`src/rtl/riscv_pkg.sv`:
```
// Shared RISC-V encoding definitions: immediate format codes, opcode constants,
// immediate range limits and the encoder request bundle.
package riscv_pkg;

  typedef enum logic [2:0] {
    FMT_R = 3'd0,
    FMT_I = 3'd1,
    FMT_S = 3'd2,
    FMT_B = 3'd3,
    FMT_U = 3'd4,
    FMT_J = 3'd5
  } imm_fmt_e;

  localparam logic [6:0] OP_IMM    = 7'h13;
  localparam logic [6:0] OP_LOAD   = 7'h03;
  localparam logic [6:0] OP_STORE  = 7'h23;
  localparam logic [6:0] OP_BRANCH = 7'h63;
  localparam logic [6:0] OP_LUI    = 7'h37;
  localparam logic [6:0] OP_AUIPC  = 7'h17;
  localparam logic [6:0] OP_JAL    = 7'h6F;

  // Byte-offset limits; B and J also require an even offset.
  localparam int signed IMM12_MIN = -2048;
  localparam int signed IMM12_MAX = 2047;
  localparam int signed BIMM_MIN  = -4096;
  localparam int signed BIMM_MAX  = 4094;
  localparam int signed JIMM_MIN  = -1048576;
  localparam int signed JIMM_MAX  = 1048574;

  typedef struct packed {
    logic [2:0]  fmt;
    logic [6:0]  opcode;
    logic [4:0]  rd;
    logic [4:0]  rs1;
    logic [4:0]  rs2;
    logic [2:0]  funct3;
    logic [6:0]  funct7;
    logic [31:0] imm;
  } enc_req_t;

  function automatic logic fmt_legal(input logic [2:0] fmt);
    return fmt <= FMT_J;
  endfunction

endpackage

```
`src/rtl/imm_range_check.sv`:
```
// Combinational check that a signed immediate fits (and is aligned for) the
// selected instruction format. Illegal formats are flagged by the caller.
module imm_range_check
  import riscv_pkg::*;
(
  input  logic [2:0]  fmt,
  input  logic [31:0] imm,
  output logic        err
);

  logic signed [31:0] simm;
  assign simm = $signed(imm);

  always_comb begin
    err = 1'b0;
    case (fmt)
      FMT_I, FMT_S: err = (simm < IMM12_MIN) || (simm > IMM12_MAX);
      FMT_B:        err = (simm < BIMM_MIN) || (simm > BIMM_MAX) || imm[0];
      FMT_J:        err = (simm < JIMM_MIN) || (simm > JIMM_MAX) || imm[0];
      FMT_U:        err = (imm[11:0] != 12'd0);
      default:      err = 1'b0;
    endcase
  end

endmodule

```
`src/rtl/imm_encoder.sv`:
```
// Two-stage RISC-V instruction encoder (S1: capture + immediate check, S2: field
// assembly / output register). IMM_ENCODER_RANGE_CHECK_EN enables range checks.
module imm_encoder
  import riscv_pkg::*;
#(
  parameter int ERR_CNT_W = 16
) (
  input  logic                 clk,
  input  logic                 rst,
  input  logic                 in_valid,
  output logic                 in_ready,
  input  logic [2:0]           in_fmt,
  input  logic [6:0]           in_opcode,
  input  logic [4:0]           in_rd,
  input  logic [4:0]           in_rs1,
  input  logic [4:0]           in_rs2,
  input  logic [2:0]           in_funct3,
  input  logic [6:0]           in_funct7,
  input  logic [31:0]          in_imm,
  output logic                 out_valid,
  input  logic                 out_ready,
  output logic [31:0]          out_instr,
  output logic                 out_err,
  output logic [ERR_CNT_W-1:0] err_count
);

  enc_req_t    in_req;
  enc_req_t    s1_req;
  logic        s1_valid;
  logic        s1_err;
  logic        s1_err_d;
  logic        s2_load;
  logic        accept;
  logic [31:0] instr_d;

  assign in_req = '{fmt:    in_fmt,
                    opcode: in_opcode,
                    rd:     in_rd,
                    rs1:    in_rs1,
                    rs2:    in_rs2,
                    funct3: in_funct3,
                    funct7: in_funct7,
                    imm:    in_imm};

  // S2 takes S1 whenever it is empty or its result is leaving this cycle.
  assign s2_load  = s1_valid && (!out_valid || out_ready);
  assign in_ready = !rst && (!s1_valid || s2_load);
  assign accept   = in_valid && in_ready;

`ifdef IMM_ENCODER_RANGE_CHECK_EN
  logic range_err;

  imm_range_check u_range_check (
    .fmt (in_fmt),
    .imm (in_imm),
    .err (range_err)
  );

  assign s1_err_d = !fmt_legal(in_fmt) || range_err;
`else
  assign s1_err_d = !fmt_legal(in_fmt);
`endif

  // NOTE: sequential state uses non-blocking assignments so every register
  // samples pre-edge values, independent of process evaluation order.
  always_ff @(posedge clk or posedge rst) begin
    if (rst) begin
      s1_valid <= 1'b0;
    end else if (accept) begin
      s1_valid <= 1'b1;
    end else if (s2_load) begin
      s1_valid <= 1'b0;
    end
  end

  // NOTE: the S1 payload carries no reset; it is only ever observed while
  // s1_valid is set, so resetting it would buy nothing.
  always_ff @(posedge clk) begin
    if (accept) begin
      s1_req <= in_req;
      s1_err <= s1_err_d;
    end
  end

  always_comb begin
    // NOTE: assign a default before the case so no path infers a latch.
    instr_d = '0;
    case (s1_req.fmt)
      FMT_R: instr_d = {s1_req.funct7, s1_req.rs2, s1_req.rs1, s1_req.funct3,
                        s1_req.rd, s1_req.opcode};
      FMT_I: instr_d = {s1_req.imm[11:0], s1_req.rs1, s1_req.funct3,
                        s1_req.rd, s1_req.opcode};
      FMT_S: instr_d = {s1_req.imm[11:5], s1_req.rs2, s1_req.rs1, s1_req.funct3,
                        s1_req.imm[4:0], s1_req.opcode};
      FMT_B: instr_d = {s1_req.imm[12], s1_req.imm[10:5], s1_req.rs2, s1_req.rs1,
                        s1_req.funct3, s1_req.imm[4:1], s1_req.imm[11],
                        s1_req.opcode};
      FMT_U: instr_d = {s1_req.imm[31:12], s1_req.rd, s1_req.opcode};
      FMT_J: instr_d = {s1_req.imm[20], s1_req.imm[10:1], s1_req.imm[11],
                        s1_req.imm[19:12], s1_req.rd, s1_req.opcode};
      default: instr_d = '0;
    endcase
  end

  always_ff @(posedge clk or posedge rst) begin
    if (rst) begin
      out_valid <= 1'b0;
      out_instr <= '0;
      out_err   <= 1'b0;
    end else if (s2_load) begin
      out_valid <= 1'b1;
      out_instr <= instr_d;
      out_err   <= s1_err;
    end else if (out_ready) begin
      out_valid <= 1'b0;
    end
  end

  // Counts errored results as they are handed off; sticks at all-ones.
  always_ff @(posedge clk or posedge rst) begin
    if (rst) begin
      err_count <= '0;
    end else if (out_valid && out_ready && out_err && (err_count != '1)) begin
      err_count <= err_count + ERR_CNT_W'(1);
    end
  end

endmodule
```
`config.mk`:
```
export PLATFORM = sky130hd
export DESIGN_NAME = imm_encoder
export DESIGN_NICKNAME = d
export VERILOG_FILES = /design/src/rtl/riscv_pkg.sv /design/src/rtl/imm_range_check.sv /design/src/rtl/imm_encoder.sv
export SDC_FILE = /design/constraint.sdc
export NUM_CORES = 1
export LEC_CHECK = 0
export BUFFER_PORTS_ARGS = -buffer_cell sky130_fd_sc_hd__buf_4
export CAP_MARGIN = 20
export CORE_MARGIN = 1.5
export CORE_UTILIZATION = 47
export CTS_CLUSTER_SIZE = 20
export DETAILED_ROUTE_END_ITERATION = 6
export PLACE_DENSITY = 0.84
export SYNTH_ARGS = -nofsm -noshare
export SYNTH_HDL_FRONTEND = slang
export SYNTH_SLANG_ARGS = --single-unit
```
`constraint.sdc`:
```
create_clock -name clk -period 2.8 [get_ports clk]
set_input_delay 0.56 -clock clk [delete_from_list [all_inputs] [get_ports clk]]
set_output_delay 0.56 -clock clk [all_outputs]
set_load 0.005 [all_outputs]
```
# Word-level counts from Yosys, hierarchy flattened
# Index checks and enable logic that the tools add are counted.
# classes
add_sub_neg,1
eq_ne,6
mux,5
n_reduce_logical,15
n_lt_le_gt_ge,1
# ops
op,count
one-hot mux 32 bit (6 select lines),1
"adder 16 x 1 -> 16 bit, second input constant",1
"!= test 16 bit, second input constant",1
"== test 3 x 2 -> 1 bit, second input constant",2
"== test 3 bit, second input constant",2
logical AND 1 bit,6
logical NOT 1 bit,4
two-way mux 1 bit,4
nonzero test 2 bit,2
"== test 3 x 1 -> 1 bit, second input constant",1
"less-or-equal comparator 3 bit, second input constant",1
logical NOT 3 bit,1
logical OR 1 bit,2
# word_totals
output_inout_bits,51
reg_bits,119

# Longest topological paths before layout
# depth
ltp_word,7
ltp_mapped,6
ltp_nobuf,5

# Least setup slack after synthesis
# No wires, ideal clock.
# synth_path
path_type,in2reg
startpoint,input port out_ready
endpoint,"register s1_err, enable pin"
setup_slack_ns,-0.086
arrival_ns,2.452
cell_stages,3
cell_sequence,nor2b_1 a21oi_1 and2_1
# synth_via
elab_chain_cells,5
# synth_lines
item,line_no,source
start: declaration,imm_encoder.sv:21,"input logic out_ready,"
logical OR 1 bit,imm_encoder.sv:46,assign s2_load = s1_valid && (!out_valid || out_ready);
logical AND 1 bit,imm_encoder.sv:46,
logical OR 1 bit,imm_encoder.sv:47,assign in_ready = !rst && (!s1_valid || s2_load);
logical AND 1 bit,imm_encoder.sv:47,
net in_ready,imm_encoder.sv:11,"output logic in_ready,"
logical AND 1 bit,imm_encoder.sv:48,assign accept = in_valid && in_ready;
net accept,imm_encoder.sv:33,logic accept;
end signal: assignment,imm_encoder.sv:81,s1_err <= s1_err_d;
end: declaration,imm_encoder.sv:30,logic s1_err;
# The timed path passes the listed nets, and every way through them passes these cells.
# A chain may end at the register's enable or synchronous reset.

# Worst setup path after layout
# layout_path
startpoint,register out_valid
endpoint,register out_instr[24]
# layout_via
elab_chain_cells,3
# layout_lines
item,line_no,source
start: declaration,imm_encoder.sv:20,"output logic out_valid,"
start signal: assignment,imm_encoder.sv:107,out_valid <= 1'b0;
start signal: assignment,imm_encoder.sv:111,out_valid <= 1'b1;
start signal: assignment,imm_encoder.sv:115,out_valid <= 1'b0;
logical NOT 1 bit,imm_encoder.sv:46,
logical OR 1 bit,imm_encoder.sv:46,
logical AND 1 bit,imm_encoder.sv:46,
end signal: assignment,imm_encoder.sv:112,out_instr <= instr_d;
end: declaration,imm_encoder.sv:22,"output logic [31:0] out_instr,"
# Every way passes these cells.

==> results.ini <==
[timing]
setup_viol = 0
grt_setup_unrepaired = false
max_slew.worst_pin.slew_ns = 0.891
slew_viol_final = 0
timing.final.crit_share_pct = 71.9
max_freq_ghz = 0.496
clock_skew_ns = 0.00674
fin_crit_ns = 2.01
tns_ns = 0
slew_headroom_pct = 40.6
hold_viol = 0

[global_route]
grt_antenna_before_repair = 0
grt_max_degree = 70
grtUsageTotal_pct = 21.0
grt_pass1_wl_um = 15900
gr-total-overflow = 0
grt_pass1_vias = 3181

[synthesis]
ys_seq_area_share_pct = 72.5
syn_area_mm2 = 0.00457
synthCells = 320
syn-num-nets = 392
ys_warn_count = 0
synth.ff_latch_count = 119
ys_types = 42
avgSynthCellArea_um2 = 14.3

[cts]
cts_resized = 0
clk_pin_slew_ns = 0.06
h-tree-depth = 4
clockBufferDepth = 2
cts-root-buf = clkbuf_8
insertion_delay_ns = 0.51
cts_made_buffers = 17
tritoncts = done
post_cts_buffers = 0
cts.sinks = 119
holdBufCountCts = 0

[drt]
wl_per_cell_um = 17.4
drt_iter0_drc = 232
drc_errors = 0
wirelength_um = 10300
ant_nets = 0
viasPerCell = 5.35
dr.pass1.iters = 5
vias = 3170

[final_layout]
syn_to_final_growth_pct = 37.1
fin_area_mm2 = 0.00627
nFillCells = 637
num_antenna_cells = 0
drive_gt1_share_pct = 36.4
fin_nets = 523

[floorplanning]
io_pins = 122
dieArea_mm2 = 0.0103
die_h_um = 102
rows = 35
initial_core_util_pct = 49.0
core_area_mm2 = 0.00933
die_x_um = 102

[power_and_ir_drop]
irDropWorstVdd_uv = 560
leakage_nw = 2.68
power.density_mw_per_mm2 = 821

[hold_path]
min_path_type = in2async

[worst_setup_path]
crit_type = reg2reg
path_max_fanout = 23
crit_required_ns = 3.22
start_kind = register
endpoint_kind = register
cp.arrival_ns = 2.43
rrSetupSlack_ns = 0.79

[placement]
placed_cell_area_mm2 = 0.00563
gp_congestion = 0.794
dp_hpwl_um = 6890
portBuffers = 121

[outcome]
status = finished, final reports clean

[run]
timing.max_cap.violations = 0

state kept, by name, summed over array words and instances (netlist names):
signal     cells
s1_err         1
s1_valid       1
out_err        1
s1_req        67
out_valid      1
out_instr     32
err_count     16
Yosys cell counts:
master | n | area (um^2)
nand2b_1 | 2 | 12.5
a21o_1 | 1 | 7.51
nand3_1 | 7 | 35.0
xor2_1 | 8 | 70.1
clkbuf_1 | 13 | 48.8
nor2_2 | 1 | 6.26
a22oi_1 | 5 | 37.5
xnor2_1 | 6 | 52.6
mux2_1 | 1 | 11.3
nand2_1 | 19 | 71.3
mux2i_1 | 6 | 60.1
or3_1 | 1 | 6.26
nor2b_1 | 6 | 37.5
nor4_1 | 1 | 6.26
nor4_4 | 1 | 21.3
nand4_2 | 2 | 25.0
nor3_1 | 3 | 15.0
clkinv_1 | 2 | 7.51
nor2_1 | 40 | 150
mux2_2 | 2 | 22.5
o211ai_1 | 3 | 22.5
a211o_1 | 1 | 8.76
ha_1 | 1 | 12.5
or2_2 | 1 | 6.26
o21a_1 | 1 | 7.51
mux2_4 | 1 | 15.0
nand4_1 | 4 | 25.0
a21oi_1 | 5 | 25.0
and3_1 | 2 | 12.5
and2_1 | 4 | 25.0
nor4_2 | 1 | 12.5
a32oi_1 | 1 | 8.76
buf_2 | 2 | 10.0
nor3b_1 | 1 | 7.51
nor4b_1 | 2 | 17.5
edfxtp_1 | 68 | 2040
dfrtp_1 | 51 | 1280
nand4b_1 | 1 | 8.76
a22o_1 | 11 | 96.3
a221oi_1 | 19 | 166
o21ai_0 | 12 | 60.1
inv_1 | 1 | 3.75
cell families after synthesis:
family,Yosys count,synth area share (%)
adder cells (fa/ha/maj),1,0.273
XOR/XNOR,14,2.68
flip-flops,119,72.5
AO/OA/AOI/OAI,59,9.63
AND/OR/NAND/NOR,99,11.0
buffers and inverters,18,1.53
multiplexers,10,2.38
final timing paths:
path                              start             to  cells after the start
setup reg to reg              out_valid  out_instr[24]                      4
setup / recovery              out_valid  out_instr[24]                      4
hold reg to reg                  s1_err        out_err                      2
hold / removal                      rst       s1_valid                      2
max in group asynchronous           rst        out_err                      3
min in group clk           in_funct7[1]     s1_req[33]                      1
cell usage in the layout (no fill, tap or decap), types with 2 or more instances in the layout:
| master | count |
|---|---|
| mux2_2 | 2 |
| o21ai_0 | 12 |
| nand4_1 | 4 |
| and2_1 | 3 |
| nor2b_1 | 6 |
| mux2i_1 | 6 |
| nor4b_1 | 2 |
| nor3_1 | 3 |
| a22oi_1 | 5 |
| buf_4 | 127 |
| nor2_1 | 40 |
| o211ai_1 | 3 |
| clkinv_1 | 3 |
| and3_1 | 2 |
| edfxtp_1 | 68 |
| clkinv_4 | 2 |
| nand4_2 | 2 |
| a22o_1 | 11 |
| nand2_1 | 19 |
| clkbuf_16 | 16 |
| clkinv_2 | 2 |
| dfrtp_1 | 51 |
| inv_6 | 4 |
| bufinv_16 | 5 |
| xor2_1 | 8 |
| xnor2_1 | 6 |
| nand3_1 | 7 |
| nand2b_1 | 2 |
| a221oi_1 | 19 |
| a21oi_1 | 5 |
metal layers:
metal | track usage, % | vias to the layer above | share of wire, %
met1 | 24.9 | 1523 | 39
met3 | 5.52 | 19 | 8.3
met4 | 9.83 | 0 | 1.7
met2 | 35.9 | 162 | 51
li1 | - | 1466 | -
met5 | 0 | - | 0
through the flow:
step                hold slack, ns  cells  worst slack [ns]  power (W)  util (%)
floorplan                    0.415    320             0.663    0.00244         -
global placement             0.420    561             0.664    0.00281      60.4
detailed placement           0.442    561             0.593    0.00284      60.4
CTS                          0.151    593             0.736    0.00518      67.2
global route                 0.169    593             0.523    0.00534      67.2
finish                       0.138    593             0.786    0.00515      67.2
power by group:
group / switching, W / total, W / internal [W]
combinational: 0.000270 / 0.000615 / 0.000346
sequential: 0.000142 / 0.00220 / 0.00205
clock: 0.000795 / 0.00234 / 0.00154
total: 0.00121 / 0.00515 / 0.00394
worst max-delay path, stage by stage, from the launching register on:
cell	delay, ns
dfrtp_1	0.40
nand2b_1	0.14
and2_1	0.73
o21ai_0	0.38
o21ai_0	0.27
cell type report:
type | count | area [um^2] | area share, %
sequential | 119 | 3320 | 52.9
tap | 129 | 161 | 2.57
timing repair buffer | 127 | 953 | 15.2
inverter | 3 | 11.3 | 0.180
clock inverter | 15 | 224 | 3.57
clock buffer | 17 | 414 | 6.60
multi-input combinational | 183 | 1190 | 19.0
No activity file was read; power rests on OpenSTA's default activity.
